<file path="src/rtl/uart_tx_arbiter.sv">
// uart_tx_arbiter: round-robin packet arbiter for one UART tx; req_valid/last/data/ready per requester, data_tx/txEn/txDone to the tx, grant_id/busy/timeout_err status
module uart_tx_arbiter #(
  parameter int NUM_REQ     = 4,
  parameter int ID_W        = 2,
  parameter int TIMEOUT_CYC = 100000
) (
  input  logic                 clk,
  input  logic                 reset,
  input  logic [NUM_REQ-1:0]   req_valid,
  input  logic [NUM_REQ-1:0]   req_last,
  input  logic [8*NUM_REQ-1:0] req_data,
  output logic [NUM_REQ-1:0]   req_ready,
  input  logic                 txDone,
  output logic [7:0]           data_tx,
  output logic                 txEn,
  output logic [ID_W-1:0]      grant_id,
  output logic                 busy,
  output logic                 timeout_err
);
  localparam int WD_W = $clog2(TIMEOUT_CYC);
  typedef enum logic [1:0] {IDLE, SEND, WAIT} state_t;
  state_t state;
  logic [ID_W-1:0] rr_ptr, winner, next_ptr;
  logic [WD_W-1:0] watchdog;
  logic last_flag;
  function automatic logic [ID_W-1:0] rr_idx(input logic [ID_W-1:0] base, input int off);
    int s;
    s = int'(base) + off;
    return ID_W'(s >= NUM_REQ ? s - NUM_REQ : s);
  endfunction
  always_comb begin
    winner = rr_ptr;
    for (int i = NUM_REQ - 1; i >= 0; i--)
      if (req_valid[rr_idx(rr_ptr, i)]) winner = rr_idx(rr_ptr, i);
  end
  assign next_ptr  = (int'(grant_id) == NUM_REQ - 1) ? '0 : grant_id + 1'b1;
  assign req_ready = (state == SEND) ? NUM_REQ'(1) << grant_id : '0;
  assign busy      = state != IDLE;
  always_ff @(posedge clk or posedge reset)
    if (reset) begin
      state       <= IDLE;
      data_tx     <= '0;
      txEn        <= 1'b0;
      grant_id    <= '0;
      timeout_err <= 1'b0;
      rr_ptr      <= '0;
      watchdog    <= '0;
      last_flag   <= 1'b0;
    end else begin
      txEn <= 1'b0;
      case (state)
        IDLE:
          if (|req_valid) begin
            grant_id <= winner;
            state    <= SEND;
          end
        SEND:
          if (req_valid[grant_id]) begin
            data_tx   <= req_data[{grant_id, 3'b000} +: 8];
            last_flag <= req_last[grant_id];
            txEn      <= 1'b1;
            watchdog  <= '0;
            state     <= WAIT;
          end
        WAIT:
          if (txDone) begin
            state <= last_flag ? IDLE : SEND;
            if (last_flag) rr_ptr <= next_ptr;
          end else if (watchdog == WD_W'(TIMEOUT_CYC - 1)) begin
            timeout_err <= 1'b1;
            rr_ptr      <= next_ptr;
            state       <= IDLE;
          end else
            watchdog <= watchdog + 1'b1;
        default: state <= IDLE;
      endcase
    end
endmodule

</file>
<file path="config.mk">
export PLATFORM = sky130hd
export DESIGN_NAME = uart_tx_arbiter
export DESIGN_NICKNAME = d
export VERILOG_FILES = /design/src/rtl/uart_tx_arbiter.sv
export SDC_FILE = /design/constraint.sdc
export NUM_CORES = 1
export LEC_CHECK = 0
export CAP_MARGIN = 0
export CORE_MARGIN = 10
export CORE_UTILIZATION = 51
export CTS_CLUSTER_SIZE = 28
export DETAILED_ROUTE_END_ITERATION = 12
export PLACE_DENSITY = 0.85
export SYNTH_ARGS = -nofsm -noshare
export SYNTH_HDL_FRONTEND = slang
export SYNTH_SLANG_ARGS = --single-unit
export TNS_END_PERCENT = 20
</file>
<file path="constraint.sdc">
create_clock -name clk -period 2.98 [get_ports clk]
set_input_delay 0.298 -clock clk [delete_from_list [all_inputs] [get_ports clk]]
set_output_delay 0.298 -clock clk [all_outputs]
set_load 0.1 [all_outputs]
</file>
Word-level counts from Yosys, hierarchy flattened
Cells that the tools add are included.
{ "classes": {"n_addsub": 9, "multipliers": 0, "div": 0, "order_cmp": 9, "eq_ne": 10, "n_shift": 2, "n_mux": 37, "bitwise_logic": 1, "n_reduce_logical": 11} }
{ "op_table": {"columns": ["operator", "count"], "rows": [
  ["2-to-1 mux 17 bit", 3],
  ["case mux 17 bit (2 select lines)", 1],
  ["2-to-1 mux 2 bit", 16],
  ["indexed part select 32 x 6 -> 8 bit", 1],
  ["adder 17 x 1 -> 17 bit (second input constant)", 1],
  ["equality test 17 bit (second input constant)", 1],
  ["less-than comparator 2 x 3 -> 1 bit (second input constant)", 5],
  ["binary-select mux 1 bit (select 2 bit)", 6],
  [">= comparator 3 bit (second input constant)", 3],
  ["2-to-1 mux 1 bit", 9],
  ["AND reduction 3 bit", 3],
  ["subtractor 2 x 1 -> 2 bit (second input constant)", 4],
  ["adder 2 x 2 -> 3 bit (second input constant)", 2],
  ["inequality test 2 bit (second input constant)", 3],
  ["case mux 2 bit (3 select lines)", 1],
  ["nonzero test 2 bit", 3],
  ["equality test 2 x 1 -> 1 bit (second input constant)", 2],
  ["2-to-1 mux 4 bit", 1],
  ["inequality test 2 x 1 -> 1 bit (second input constant)", 2],
  ["AND reduction 2 bit", 2],
  ["AND reduction 4 bit", 1],
  ["OR reduction 4 bit", 1],
  ["left shift 1 x 2 -> 4 bit (first input constant)", 1],
  ["adder 2 x 1 -> 3 bit (second input constant)", 1],
  ["other kinds (6)", 6]
]} }
{ "word_totals": {"regBits": 34, "latchBits": 0, "ramBits": 0, "mem_bits_ro": 0, "in_bits": 43, "out_inout_bits": 17, "n_memories": 0} }

Logic depth before layout (Yosys ltp)
Gate-level depths: netlist (run 1).
{ "logic_depth": {"depth_word": 9, "ltp_mapped": 7, "mapped_depth_nobuf": 5} }

Least setup slack after synthesis (run 1)
No wires, ideal clock.
{ "synth_timing": {"kind": "flip-flop to output port", "start": "register grant_id[0]", "end": "output port req_ready[2]", "t_arrival_ns": 2.494, "setup_slack_ns": 0.188, "path_stages_with_launch": 6, "path_buffers": 2, "cell_sequence": "dfrtp_1 > clkbuf_1 > clkbuf_1 > inv_1 > ha_1 > and2_1"} }
{ "synth_via": {"elab_chain_len": 2} }
{ "synth_lines": {"columns": ["item", "line_no", "rtl"], "rows": [
  ["start, declared", "16", "output logic [ID_W-1:0] grant_id,"],
  ["start signal, assigned", "54", "grant_id <= winner;"],
  ["left shift 1 x 2 -> 4 bit", "37", "assign req_ready = (state == SEND) ? NUM_REQ'(1) << grant_id : '0;"],
  ["2-to-1 mux 4 bit", "37", null],
  ["end, declared", "12", "output logic [NUM_REQ-1:0] req_ready,"]
]} }
No other way between the ends.

Worst setup path in the final report (run 1)
{ "layout_timing": {"start": "register state[0]", "end": "output port busy"} }
{ "layout_via": {"elab_chain_len": 1} }
{ "layout_lines": {"columns": ["item", "line_no", "rtl"], "rows": [
  ["start, declared", "22", "state_t state;"],
  ["start signal, assigned", "67", "state <= last_flag ? IDLE : SEND;"],
  ["nonzero test 2 bit", "38", "assign busy = state != IDLE;"],
  ["end, declared", "17", "output logic busy,"]
]} }
No other way between the ends.

==> results of run 1 <==
## routing by layer
| layer | track usage, % | up-vias | routed length (microns) |
|---|---|---|---|
| met5 | 0 | - | 0 |
| met4 | 3.692 | 0 | 48 |
| met3 | 3.809 | 5 | 248 |
| met2 | 24.86 | 55 | 2703 |
| met1 | 17.93 | 841 | 2288 |
| li1 | - | 884 | - |
## worst paths after layout
kind | from | end | depth (start not counted)
worst max register to register | state[0] | watchdog[16] | 4
worst max-delay path | state[0] | busy | 2
max in group asynchronous | reset | grant_id[0] | 3
min in group clk | data_tx[4] | data_tx[4] | 2
worst min register to register | data_tx[4] | data_tx[4] | 2
worst min-delay path | reset | watchdog[16] | 3
## through the flow
stage | total power, uW | cell area [sq um] | utilization [%]
detailed placement | 2302 | 2649 | 70.24
global placement | 2272 | 2649 | 70.24
CTS | 2649 | 2740 | 72.66
floorplan | 1910 | 2046 | -
global route | 2761 | 2740 | 72.66
finish | 2624 | 2740 | 72.66
## cell usage after synthesis, types with 2 or more instances
| library cell | n | area (sq um) |
|---|---|---|
| mux4_2 | 10 | 225.2 |
| nor3_1 | 3 | 15.01 |
| nor2_1 | 14 | 52.55 |
| o31ai_1 | 4 | 30.03 |
| a21o_1 | 2 | 15.01 |
| o21ai_0 | 3 | 15.01 |
| a221oi_1 | 2 | 17.52 |
| ha_1 | 5 | 62.56 |
| nor3b_1 | 2 | 15.01 |
| nor4_1 | 5 | 31.28 |
| inv_1 | 9 | 33.78 |
| nor4b_1 | 2 | 17.52 |
| o311ai_0 | 4 | 35.03 |
| nand2b_1 | 5 | 31.28 |
| dfrtp_1 | 34 | 850.8 |
| xnor2_1 | 6 | 52.55 |
| nand2_1 | 48 | 180.2 |
| clkbuf_1 | 8 | 30.03 |
| and4_1 | 2 | 17.52 |
| mux2i_1 | 4 | 40.04 |
| nand3_1 | 8 | 40.04 |
| and2_1 | 4 | 25.02 |
| nor2b_1 | 2 | 12.51 |
| or3_1 | 2 | 12.51 |
| nand4_1 | 4 | 25.02 |
| a21oi_1 | 8 | 40.04 |
## layout make-up
cell class | count | area [sq um]
repair buffers | 64 | 588.1
well taps | 48 | 60.06
inverters | 9 | 33.78
fillers | 294 | 1031
clock buffers | 7 | 86.33
flip-flops and latches | 34 | 850.8
multi-input cells | 161 | 1116
clock inverters | 1 | 5.005
## worst reg2reg max path: cells and delay by family, from the launching register on
| family | cells | cell delay [ns] |
|---|---|---|
| compound gates | 1 | 0.14 |
| flops | 1 | 0.41 |
| simple gates | 3 | 1.44 |
## cell families after synthesis
family / count (synthesis)
buffers and inverters: 19
AO/OA/AOI/OAI: 28
AND/OR/NAND/NOR: 107
flip-flops: 34
adder cells (fa/ha/maj): 5
multiplexers: 14
XOR/XNOR: 7
## sequential cells by signal, indices dropped and copies added, names as in the netlist
name / flops
timeout_err: 1
rr_ptr: 2
last_flag: 1
data_tx: 8
txEn: 1
watchdog: 17
grant_id: 2
state: 2
## cells in the final DEF, fill, tap and decap left out, types with 4 or more instances in the layout
cell type        count
inv_1                9
buf_4               21
o311ai_0             4
nor4_1               5
a21oi_1              8
o31ai_1              4
and2_1               4
xnor2_1              6
mux2i_1              4
nor2_1              14
ha_1                 5
dfrtp_1             34
clkdlybuf4s50_1     43
nand2_1             48
nand2b_1             5
nand4_1              4
nand3_1              8
mux4_2              10
clkbuf_8             6
## power groups by stage
| stage | Clock [uW] | Combinational [uW] | Sequential, uW |
|---|---|---|---|
| finish | 346 | 1620 | 657 |
| global placement | 0 | 1610 | 659 |
| CTS | 352 | 1640 | 657 |
| global route | 372 | 1720 | 672 |
| detailed placement | 0 | 1640 | 664 |
| floorplan | 0 | 734 | 1180 |
==> flow_summary.yaml, run 1 <==
grt:
  grt_pass1_wl_mm: 8.521
  grt_pass1_vias: 1739
  grt_max_degree: 35
  groute.usage.overall_pct: 14.67
  grt-ovfl-total: 0
  grt_antenna_before_repair: 0
placed_design:
  portBuffers: 59
  dp_slack_ns: 0.6230
  dp_cells: 316
  dp_hpwl_mm: 4.136
  gp_congestion: 0.8413
setup_path:
  cp_top_family: "buffers and inverters"
  end_kind: "output port"
  ff2ff_setup_slack_ns: 0.93
  worst-path-buf-inv: 1
  required_ns: 2.68
  cp-start-kind: "flip-flop"
  cpPeakStageDelay_ns: 0.98
  crit_chain: "or2_2, clkdlybuf4s50_1"
  crit_type: "reg2out"
  slowest_stage: "clkdlybuf4s50_1"
  crit_arrival_ns: 2.01
  path_max_fanout: 5
drt:
  wl_per_cell_microns: 16.32
  drt_pass1_iterations: 4
  ant_nets: 0
  drtIter0Drc: 116
  vias_per_cell: 5.509
  drc: 0
  routed_wirelength_mm: 5.289
  via_count: 1785
floorplanning:
  initial_utilization_pct: 54.25
  die_h_microns: 83.34
  fp.dieArea_sq_um: 6945
  rows: 22
  fp.coreArea_sq_um: 3771
  io_pins: 60
  die_w_microns: 83.34
sta:
  fmax_ghz: 0.4342
  final_max_slew_viol_count: 0
  maxSlewHeadroom_pct: 34.83
  rsz0062_at_grt: "no"
  hold_viol: 0
  hold_slack_ns: 0.4117
  setup_viol: 0
  fin_crit_sh_pct: 77.29
  tightest_slew_ns: 0.9744
  post-route-worst-setup-slack_ns: 0.6767
  fin_tns_setup_ns: 0
  fin_crit_ns: 2.303
  finClkSkew_ns: 0.006042
power_and_ir_drop:
  pwr-share-comb_pct: 61.8
  clkPwrFrac_pct: 13.2
  power.density_nw_per_um2: 957.7
  ir_drop_uv: 871.3
  seqPwrFrac_pct: 25.0
  sw_frac_of_total_pct: 53.15
  p_leak_uw: 0.001230
  p_int_uw: 1229
  switchingPower_uw: 1395
yosys:
  synth_simple_gate_area_share_pct: 26.06
  async_flop_share_pct: 100.0
  synthesis.instances: 214
  ys_seq_area_share_pct: 41.59
  synthAdderAreaFrac_pct: 3.058
  yosysWarnings: 0
  synth_top_family_by_area: "simple AND/OR/NAND/NOR gates"
  synth_enable_flop_cells: 0
  synth_compound_area_share_pct: 9.480
  synth_area_sq_um: 2046
  syn_nets: 262
  synth_cell_type_count: 40
  synth-seq-cells: 34
  synthFlopType: "dfrtp_1"
  synth_xor_area_share_pct: 2.997
  postSynthAreaPerCell_sq_um: 9.559
  synth_mux_area_share_pct: 12.97
clock_tree:
  ctsRootBufferMaster: "clkbuf_8"
  clkLatencyLatePin_ns: 0.28
  cts_tree: "done"
  clk_pin_slew_worst_paths_ns: 0.07
  htreeDepth: 2
  clock_path_buffers: 2
  numCtsBuffers: 5
  clock_sinks: 34
  cts_resized: 0
  hold_buffers: 0
  postCtsSetupBuffers: 0
cells_and_area:
  drive_gt1_share_pct: 15.58
  syn_to_final_growth_pct: 33.95
  fin_nets: 323
  finalNonFillerCells: 324
  diodes: 0
worst_hold_path:
  hold_path_class: "in2async"
job:
  maxCapViolCount: 0
status:
  outcome: "finished, final reports clean"
Note: power is estimated with default switching activity, not from simulation.
==> run 2: changes to the inputs <==
- CORE_UTILIZATION: 51 -> 43
- PLACE_DENSITY: 0.85 -> 0.77
- clock period: 2.98 -> 2 ns (I/O delays scaled with it)
==> flow_summary.yaml, run 2 (synthesis gave the netlist of run 1 again) <==
status:
  outcome: "finished, final reports clean"
drt:
  drt_pass1_iterations: 4
  ant_nets: 0
  drc: 0
  drtIter0Drc: 81
  vias_per_cell: 5.453
  via_count: 1865
  routed_wirelength_mm: 5.584
  wl_per_cell_microns: 16.33
grt:
  grt_pass1_wl_mm: 9.032
  grt_pass1_vias: 1803
  grt_antenna_before_repair: 0
  grt_max_degree: 35
  grt-ovfl-total: 0
  groute.usage.overall_pct: 14.58
floorplanning:
  fp.coreArea_sq_um: 4661
  die_h_microns: 88.98
  rows: 25
  io_pins: 60
  initial_utilization_pct: 43.89
  die_w_microns: 88.98
  fp.dieArea_sq_um: 7917
power_and_ir_drop:
  ir_drop_uv: 1008
  seqPwrFrac_pct: 23.3
  power_uw: 4388
  p_leak_uw: 0.001328
  clkPwrFrac_pct: 17.9
  sw_frac_of_total_pct: 48.84
  power.density_nw_per_um2: 1482
  switchingPower_uw: 2143
  pwr-share-comb_pct: 58.8
  p_int_uw: 2245
clock_tree:
  clock_sinks: 34
  cts_tree: "done"
  htreeDepth: 2
  hold_buffers: 0
  clkLatencyLatePin_ns: 0.29
  ctsRootBufferMaster: "clkbuf_8"
  clk_pin_slew_worst_paths_ns: 0.07
  clock_path_buffers: 2
  numCtsBuffers: 5
  cts_resized: 0
  postCtsSetupBuffers: 0
setup_path:
  crit_arrival_ns: 2.15
  worst-path-buf-inv: 0
  end_kind: "flip-flop"
  cpPeakStageDelay_ns: 0.52
  cp-start-kind: "flip-flop"
  required_ns: 2.22
  crit_chain: "or3b_4, or3_4, or4_4, a21oi_2"
  path_max_fanout: 5
  cp_top_family: "simple AND/OR/NAND/NOR gates"
  crit_type: "reg2reg"
  slowest_stage: "or4_4"
cells_and_area:
  n_fill_cell: 375
  mostFrequentLayoutCell: "nand2_1"
  drive_gt1_share_pct: 21.53
  regArea_sq_um: 858.3
  final_cell_mix: "48 x nand2_1, 42 x clkdlybuf4s50_1, 32 x dfrtp_1"
  regMostFlops: "watchdog"
  top_regs: "watchdog (17), data_tx (8)"
  largest_reg_flops: 17
  fin_nets: 335
  diodes: 0
  syn_to_final_growth_pct: 44.71
  multi_input_area_sq_um: 1120
  fin_area_sq_um: 2960
sta:
  maxSlewHeadroom_pct: 70.82
  fin_crit_sh_pct: 96.07
  fmax_ghz: 0.5204
  post-route-worst-setup-slack_ns: 0.07856
  finClkSkew_ns: 0.007606
  hold_viol: 0
  fin_tns_setup_ns: 0
  setup_viol: 0
  fin_crit_ns: 1.921
  final_max_slew_viol_count: 0
  rsz0062_at_grt: "no"
  tightest_slew_ns: 0.4376
  hold_slack_ns: 0.3130
placed_design:
  portBuffers: 59
  gp_congestion: 0.8655
  dp_hpwl_mm: 4.326
  placed_area_sq_um: 2818
  dp_slack_ns: -0.1173
job:
  maxCapViolCount: 0
worst_hold_path:
  hold_path_class: "in2async"
-- run 2: worst register-to-register path, delay by kind of cell (launching register included) --
kind	cells	cell delay (ns)
and+or+nand+nor	3	1.32
AOI/OAI and AO/OA	1	0.14
DFF	1	0.41
-- run 2: path summary, 6_finish.rpt --
kind,to,cells after the start,slack (ns),startpoint
worst min-delay path,data_tx[4],3,0.31,reset
worst max register to register,watchdog[16],4,0.08,state[0]
max in group asynchronous,grant_id[1],3,1.34,reset
worst max-delay path,watchdog[16],4,0.08,state[0]
worst min register to register,data_tx[1],2,0.48,data_tx[1]
min in group clk,data_tx[1],2,0.48,data_tx[1]
-- run 2: area by class of cell --
class                      instances  share of cell area, %
sequential                        34                  28.99
inverter                           9                  1.141
clock inverter                     2                  2.029
multi-input combinational        161                  37.83
clock buffer                       6                  2.790
timing repair buffer              76                  24.94
tap                               54                  2.282
-- run 2: through the flow --
stage | utilization, % | instances
2_1_floorplan | - | 214
3_3_place_gp | 60.46 | 334
3_5_place_dp | 60.46 | 334
4_1_cts | 63.52 | 342
5_1_grt | 63.52 | 342
6_report | 63.52 | 342
-- run 2: per-layer routing --
metal / vias to the layer above / share of wire [%] / GRT usage [%]
met5: - / 0 / 0
met4: 0 / 1.8 / 4.913
met3: 9 / 6.3 / 4.193
met2: 58 / 48 / 23.47
met1: 886 / 44 / 18.34
li1: 912 / - / -
-- run 2: power by group through the flow --
stage / Clock [uW] / Sequential, uW / Combinational [uW]
after floorplan: 0 / 1770 / 1110
after CTS: 802 / 1030 / 2610
after global placement: 0 / 1030 / 2560
after detailed placement: 0 / 1040 / 2600
after global routing: 842 / 1060 / 2750
final: 786 / 1020 / 2580
